--- src/rtl/demux1_2_3_stream_pkg.sv ---
// ---------------------------------------------------------------------------
// demux1_2_3_stream_pkg
// Shared definitions for the streaming 1-to-2 demultiplexer:
//   DEFAULT_WIDTH : default beat width
//   DEST_OUT0/1   : values of in_sel that pick each output stream
//   count_width() : width needed to hold an occupancy of 0..depth
// ---------------------------------------------------------------------------
package demux1_2_3_stream_pkg;

    localparam int   DEFAULT_WIDTH = 3;
    localparam logic DEST_OUT0     = 1'b0;
    localparam logic DEST_OUT1     = 1'b1;

    // An occupancy counter must represent the full state (== depth), hence +1.
    function automatic int count_width(input int depth);
        return $clog2(depth + 1);
    endfunction

endpackage

--- src/rtl/demux1_2_3_stream_fifo.sv ---
// ---------------------------------------------------------------------------
// demux_fifo_3
// Single-clock FIFO used once per output of the demultiplexer.
// Ports:
//   clk, rst        : clock, asynchronous active-high reset
//   push, push_data : write request and payload (ignored when full)
//   pop             : consumer ready (ignored when empty)
//   valid, data     : head of queue; data reads 0 while empty
//   count           : current occupancy (0..DEPTH)
// ---------------------------------------------------------------------------
module demux_fifo_3
    import demux1_2_3_stream_pkg::*;
#(
    parameter int WIDTH = DEFAULT_WIDTH,
    parameter int DEPTH = 2,
    parameter int CW    = count_width(DEPTH)
) (
    input  logic             clk,
    input  logic             rst,
    input  logic             push,
    input  logic [WIDTH-1:0] push_data,
    input  logic             pop,
    output logic             valid,
    output logic [WIDTH-1:0] data,
    output logic [CW-1:0]    count
);

    localparam int PW = $clog2(DEPTH);

    logic [WIDTH-1:0] mem [DEPTH];
    logic [PW-1:0]    wr_ptr;
    logic [PW-1:0]    rd_ptr;
    logic             full;
    logic             do_push;
    logic             do_pop;

    // Full/empty come only from the counter; pointers are allowed to alias.
    assign full    = (count == CW'(DEPTH));
    assign valid   = (count != '0);
    assign do_push = push && !full;
    assign do_pop  = pop && valid;

    // Head is masked so an empty queue never exposes stale storage.
    assign data = valid ? mem[rd_ptr] : '0;

    // Storage needs no reset: it is only ever read behind a nonzero count.
    always_ff @(posedge clk) begin
        if (do_push) begin
            mem[wr_ptr] <= push_data;
        end
    end

    // DEPTH is a power of two, so the pointers wrap by plain overflow.
    always_ff @(posedge clk or posedge rst) begin
        if (rst) begin
            wr_ptr <= '0;
            rd_ptr <= '0;
            count  <= '0;
        end else begin
            if (do_push) begin
                wr_ptr <= wr_ptr + PW'(1);
            end
            if (do_pop) begin
                rd_ptr <= rd_ptr + PW'(1);
            end
            unique case ({do_push, do_pop})
                2'b10:   count <= count + CW'(1);
                2'b01:   count <= count - CW'(1);
                default: count <= count;
            endcase
        end
    end

endmodule

--- src/rtl/demux1_2_3_stream.sv ---
// ---------------------------------------------------------------------------
// demux1_2_3_stream
// Routes one producer stream to one of two consumer streams by in_sel, with
// a small FIFO per output so a stalled consumer only blocks its own beats.
// Ports:
//   clk, rst                       : clock, asynchronous active-high reset
//   in_valid/in_ready/in_data      : producer handshake and payload
//   in_sel                         : destination (DEST_OUT0 / DEST_OUT1)
//   out0_valid/out0_ready/out0_data: consumer 0 stream
//   out1_valid/out1_ready/out1_data: consumer 1 stream
//   cnt0, cnt1                     : per-output FIFO occupancy
// ---------------------------------------------------------------------------
module demux1_2_3_stream
    import demux1_2_3_stream_pkg::*;
#(
    parameter int WIDTH = DEFAULT_WIDTH,
    parameter int DEPTH = 2,
    parameter int CW    = count_width(DEPTH)
) (
    input  logic             clk,
    input  logic             rst,
    input  logic             in_valid,
    output logic             in_ready,
    input  logic [WIDTH-1:0] in_data,
    input  logic             in_sel,
    output logic             out0_valid,
    input  logic             out0_ready,
    output logic [WIDTH-1:0] out0_data,
    output logic             out1_valid,
    input  logic             out1_ready,
    output logic [WIDTH-1:0] out1_data,
    output logic [CW-1:0]    cnt0,
    output logic [CW-1:0]    cnt1
);

    logic push0;
    logic push1;

    // Ready looks only at the registered count of the selected queue, so
    // there is no combinational path from either consumer's ready.
    assign in_ready = ((in_sel == DEST_OUT1) ? cnt1 : cnt0) < CW'(DEPTH);

    assign push0 = in_valid && in_ready && (in_sel == DEST_OUT0);
    assign push1 = in_valid && in_ready && (in_sel == DEST_OUT1);

    demux_fifo_3 #(.WIDTH(WIDTH), .DEPTH(DEPTH), .CW(CW)) u_fifo0 (
        .clk       (clk),
        .rst       (rst),
        .push      (push0),
        .push_data (in_data),
        .pop       (out0_ready),
        .valid     (out0_valid),
        .data      (out0_data),
        .count     (cnt0)
    );

    demux_fifo_3 #(.WIDTH(WIDTH), .DEPTH(DEPTH), .CW(CW)) u_fifo1 (
        .clk       (clk),
        .rst       (rst),
        .push      (push1),
        .push_data (in_data),
        .pop       (out1_ready),
        .valid     (out1_valid),
        .data      (out1_data),
        .count     (cnt1)
    );

    // A producer that has raised valid must hold its beat until accepted.
    property p_in_hold;
        @(posedge clk) disable iff (rst)
            (in_valid && !in_ready) |=> (in_valid && $stable(in_data) && $stable(in_sel));
    endproperty
    a_in_hold: assert property (p_in_hold);

    // Each output head stays put until the consumer takes it.
    property p_out0_hold;
        @(posedge clk) disable iff (rst)
            (out0_valid && !out0_ready) |=> (out0_valid && $stable(out0_data));
    endproperty
    a_out0_hold: assert property (p_out0_hold);

    property p_out1_hold;
        @(posedge clk) disable iff (rst)
            (out1_valid && !out1_ready) |=> (out1_valid && $stable(out1_data));
    endproperty
    a_out1_hold: assert property (p_out1_hold);

endmodule

--- config.mk ---
export PLATFORM = sky130hd
export DESIGN_NAME = demux1_2_3_stream
export DESIGN_NICKNAME = d
export VERILOG_FILES = /design/src/rtl/demux1_2_3_stream_pkg.sv /design/src/rtl/demux1_2_3_stream_fifo.sv /design/src/rtl/demux1_2_3_stream.sv
export SDC_FILE = /design/constraint.sdc
export NUM_CORES = 1
export LEC_CHECK = 0
export ABC_AREA = 1
export CORE_MARGIN = 2
export CORE_UTILIZATION = 48
export CTS_BUF_LIST = sky130_fd_sc_hd__clkbuf_4 sky130_fd_sc_hd__clkbuf_8 sky130_fd_sc_hd__clkbuf_16
export DETAILED_ROUTE_END_ITERATION = 10
export PLACE_DENSITY_LB_ADDON = 0.05
export SLEW_MARGIN = 20
export SYNTH_ARGS = -nofsm -noshare
export SYNTH_HDL_FRONTEND = slang
export SYNTH_SLANG_ARGS = --single-unit
--- constraint.sdc ---
create_clock -name clk -period 1.78 [get_ports clk]
set_clock_uncertainty 0.1 [all_clocks]
set_input_delay 0.356 -clock clk [delete_from_list [all_inputs] [get_ports clk]]
set_output_delay 0.356 -clock clk [all_outputs]
set_load 0.01 [all_outputs]
Word level (Yosys, flattened, before mapping). Memory sizes are Yosys's and may differ from the RTL's. Cells that the tools add are included. W data, S select, Z words.

Add/sub/neg operators: 8. Reductions and logical operators: 13. Bitwise gates (word level): 1. Muxes and demuxes: 9. Magnitude comparators: 1. Equal/unequal tests: 6.

Operators with widths (count): $eq A2 B2 Y1 const B (4); $pmux W2 S2 (2); $reduce_bool A2 Y1 (4); $logic_and A1 B1 Y1 (7); $mux W3 (2); $add A1 B1 Y1 const B (4); $add A2 B1 Y2 const B (2); $eq A2 B1 Y1 const B (2); $mux W1 (4); $sub A2 B1 Y2 const B (2); $logic_not A1 Y1 (2); $lt A2 B2 Y1 const B (1); $mux W2 (1); $not A1 Y1 (1).

Bits in writable memories: 12. Register bits: 8. Logic and storage cells: 46. Output and inout port bits: 13. Input port bits: 9. Memories kept: 2.

Memory list: u_fifo0.mem (depth 2, bits a word 3, read ports 1, clocked after Yosys merged registers in 0, wr ports 1, line demux1_2_3_stream_fifo.sv:30) `logic [WIDTH-1:0] mem [DEPTH];`; u_fifo1.mem (depth 2, bits a word 3, read ports 1, clocked after Yosys merged registers in 0, wr ports 1, line demux1_2_3_stream_fifo.sv:30).

Longest topological paths before layout.
Depth after elaboration: 7. Mapped depth: 8. Depth with buffers taken out: 8.

Cells and area by module. A second synthesis with hierarchy kept.

Cells, all modules: 105. Area, all modules: 947.2 um^2.

Modules (own cells, without submodules): demux_fifo_3 (cells each 48, seq. area each 280.3 um^2, instances 2, area an instance 454.2 um^2); demux1_2_3_stream (cells each 9, seq. area each 0.0 um^2, instances 1, area an instance 38.8 um^2).

Least setup slack after synthesis. Ideal clock, no wire load.

Path kind: flip-flop to flip-flop. Start: register u_fifo0.count[0]. End: register u_fifo0.count[1]. Setup slack: 334 ps. Buffers on the path: 0. Arrival: 1229 ps. Period minus slack after synthesis: 1446 ps. Stages on the path, launching flop included: 8. Setup time: 117 ps. Required time: 1563 ps. Cells stage by stage: dfrtp_1 > nor2_4 > nor2_4 > ha_1 > inv_1 > nand3_1 > nand2_1 > nand2_1.

Elaborated cells on any way between the ends: 15. Classes of those cells: add/sub: 2; order compare: 1; eq/ne: 3; mux: 2; reduce/logical: 7.

RTL lines: start: declaration (line demux1_2_3_stream_fifo.sv:25) `output logic [CW-1:0] count`; start signal: assignment (line demux1_2_3_stream_fifo.sv:67) `2'b10: count <= count + CW'(1);`; start signal: assignment (line demux1_2_3_stream_fifo.sv:68) `2'b01: count <= count - CW'(1);`; start signal: assignment (line demux1_2_3_stream_fifo.sv:69) `default: count <= count;`; $reduce_bool A2 Y1 (*) (line demux1_2_3_stream_fifo.sv:39) `assign valid = (count != '0);`; $logic_and A1 B1 Y1 (*) (line demux1_2_3_stream_fifo.sv:41) `assign do_pop = pop && valid;`; net u_fifo0.do_pop (line demux1_2_3_stream_fifo.sv:35) `logic do_pop;`; $eq A2 B1 Y1 or $eq A2 B2 Y1 (tied branches) (line demux1_2_3_stream_fifo.sv:66) `unique case ({do_push, do_pop})`; $pmux W2 S2 or $reduce_bool A2 Y1 (tied branches).

Mark *: on every way through the listed nets, which the timed path passes. The rest lies on a longest branch. A chain may end at the register's enable or synchronous reset.

Final worst setup path.
Start: register u_fifo0.count[1]. End: output out0_data[0].

Cells in the longest elaborated chain, start to end: 2.

Ends and longest elaborated chain: $reduce_bool A2 Y1 (line demux1_2_3_stream_fifo.sv:39); $mux W3 (line demux1_2_3_stream_fifo.sv:44) `assign data = valid ? mem[rd_ptr] : '0;`; end: declaration (line demux1_2_3_stream.sv:28) `output logic [WIDTH-1:0] out0_data,`.

Every way passes these cells.

==> reports/results.tsv <==
stage	metric	value	unit
global_routing	all-layer global routing usage	16.4	%
global_routing	largest net degree at the start of global routing	11	
logic_synthesis	synthesized area	945	um^2
routing	via count	735	
min_path	worst min path class	input pin to asynchronous set/reset pin	
routing	first-pass detailed-route iteration total	4	
logic_synthesis	synthesized area per cell	10.0	um^2
worst_setup_path	Setup crit start kind	flip-flop	
cts	CTS buffer count	3	
outcome	status	complete, no violations	
routing	per-cell routed wire length	10.6	um
logic_synthesis	post-synth top area share	38.1	%
layout	net count reported at finish	146	
routing	DR vias/cell	4.59	
die	Core ar.	1900	um^2
global_routing	GRT Residual Overflow	0	
logic_synthesis	Most used DFF post-synth	edfxtp_1	
power	VDD IR max	0.000891	V
logic_synthesis	synth cell count leaders	nand2_1 (27), inv_1 (17), edfxtp_1 (12)	
logic_synthesis	Yosys Warn Count	0	
timing	Setup violations, final	0	
layout	area of the multi-input gates	319	um^2
logic_synthesis	cell count after synthesis	94	
timing	fin crit period	1750	ps
global_routing	number of global-route vias before repair	748	
logic_synthesis	Seq/Total Area, Yosys	59.3	%
die	Chip Width	48.4	um
layout	Register Area	562	um^2
worst_setup_path	FF-to-FF path depth	9	
routing	final wirelength	1700	um
place	HPWL Detailed	1240	um
die	Chip Height	48.4	um
die	Initial Utilization	49.7	%
routing	DRC	0	
logic_synthesis	Yosys top cell by area	edfxtp_1	
timing	Slew HR	77.6	%
timing	period utilization	98.1	%
power	leak pwr	0.612	nW
cts	Clock Tree Root	clkbuf_4	
die	Boundary Pins	22	
logic_synthesis	count leader, synth	nand2_1	
cts	clock sink count	20	
die	Placement Rows	16	
layout	FILL cells	166	
logic_synthesis	EDFF count, synth	12	
timing	Fin. Hold Viols	0	
logic_synthesis	synth top area cells	edfxtp_1 (38%), dfrtp_1 (21%), nand2_1 (11%)	
logic_synthesis	Netlist cell types	17	
power	Final Total Pwr	2.06	mW
cts	# H-tree levels	1	
worst_setup_path	CP Capture Type	output port	
global_routing	initial antenna violation count	0	
logic_synthesis	post-synthesis register bit count	20	
timing	setup TNS	0	ps
logic_synthesis	ys async rst share	40.0	%
die	Die ar.	2340	um^2
job	max cap viols	0	
worst_setup_path	CP Class	flip-flop to output port	
routing	Final ANT Viol Nets	0	
cts	cts hold-fix bufs	0	
timing	Pins Over Slew Limit	0	
global_routing	first-pass GRT wire length	3000	um
worst_setup_path	Req. time, crit path	1320	ps
logic_synthesis	Synthesized Nets	105	
place	port buffer count	21	
power	power density over cell area	1580	nW/um^2
timing	slew at the pin closest to its max-slew limit	336	ps
routing	DR iter-0 viols	16	
cts	deepest clock path buffer count	2	
cts	worst skew pair latency	290	ps
layout	Area Overhead vs Synth	38.0	%
timing	highest clock rate	0.573	GHz
cts	CTS tree	done	
worst_setup_path	Worst Path Max Fanout	5	
layout	number of antenna diodes	0	
place	RD Place Congestion	0.716	
worst_setup_path	Arr. time, crit path	1290	ps
layout	share of layout cells above drive strength 1	25.6	%
cts	Clock transition at path regs	100	ps
stage by stage:
stage,worst slack (ps),utilization (%),area (um^2),std cells,hold WS [ps]
floorplan,334,-,945,94,71.7
global placement,-188,64.1,1220,146,353
detailed placement,-210,64.1,1220,146,382
CTS,9.83,66.7,1270,154,222
global route,-34.6,68.6,1300,160,231
finish,33.6,68.6,1300,160,205
per-layer routing:
| layer | vias to the layer above | part of all wire (%) | global-route usage (%) |
|---|---|---|---|
| li1 | 374 | - | - |
| met1 | 335 | 43 | 18.8 |
| met2 | 22 | 49 | 29.9 |
| met3 | 4 | 5.9 | 3.09 |
| met4 | 0 | 1.6 | 7.14 |
| met5 | - | 0 | 0 |
layout by cell type, fill, tap and decap left out, types with 4 or more instances in the layout:
| master | instances |
|---|---|
| clkdlybuf4s50_1 | 9 |
| buf_4 | 13 |
| a21oi_1 | 6 |
| inv_1 | 16 |
| nor2_4 | 4 |
| dlygate4sd2_1 | 5 |
| clkbuf_2 | 5 |
| nand2_1 | 27 |
| edfxtp_1 | 12 |
| dfrtp_1 | 7 |
state kept, by name (all words and copies together), names as in the netlist:
signal	cells
u_fifo0.wr_ptr	1
u_fifo0.mem	6
u_fifo0.count	2
u_fifo1.count	2
u_fifo0.rd_ptr	1
u_fifo1.mem	6
u_fifo1.wr_ptr	1
u_fifo1.rd_ptr	1
final cells by class:
type	count	area share, %
flip-flops and latches	20	43.1
clock buffers	3	1.73
multi-input cells	56	24.5
repair buffers	36	22.9
well taps	27	2.59
inverters	18	5.18
final timing paths:
| kind | start | endpoint | slack, ps |
|---|---|---|---|
| setup / recovery | u_fifo0.count[1]$_DFFE_PP0P_ | out0_data[0] | 30 |
| hold / removal | rst | u_fifo0.count[1]$_DFFE_PP0P_ | 210 |
| setup reg to reg | u_fifo1.count[1]$_DFFE_PP0P_ | u_fifo1.count[1]$_DFFE_PP0P_ | 170 |
| hold reg to reg | u_fifo0.wr_ptr$_DFFE_PP0P_ | u_fifo0.wr_ptr$_DFFE_PP0P_ | 400 |
| max in group asynchronous | rst | u_fifo1.count[1]$_DFFE_PP0P_ | 1110 |
| min in group clk | u_fifo0.wr_ptr$_DFFE_PP0P_ | u_fifo0.wr_ptr$_DFFE_PP0P_ | 400 |
power by group:
part / internal (mW) / switching [mW] / total, mW
Combinational: 0.578 / 0.556 / 1.13
Clock: 0.0788 / 0.122 / 0.201
Sequential: 0.623 / 0.0969 / 0.720
repair_timing:
item / CTS / global route
hold endpoints to repair: 0 / 0
buffers inserted: 5 / 6
resized for setup: 14 / 16
setup endpoints to repair: 12 / 8
pin swaps: 2 / 2
kinds of logic after synthesis:
logic type | Yosys count | synth area share, %
AND/OR/NAND/NOR | 42 | 22.5
flip-flops | 20 | 59.3
buffers and inverters | 18 | 7.15
AO/OA/AOI/OAI | 9 | 4.77
XOR/XNOR | 3 | 3.58
adder cells (fa/ha/maj) | 2 | 2.65
worst max-delay path: stages, from the launching register on:
cell             delay (ps)
dfrtp_1                 440
nor2_4                   50
buf_6                   120
a21oi_1                 130
clkdlybuf4s15_1         260
No activity file was read; power rests on OpenSTA's default activity.
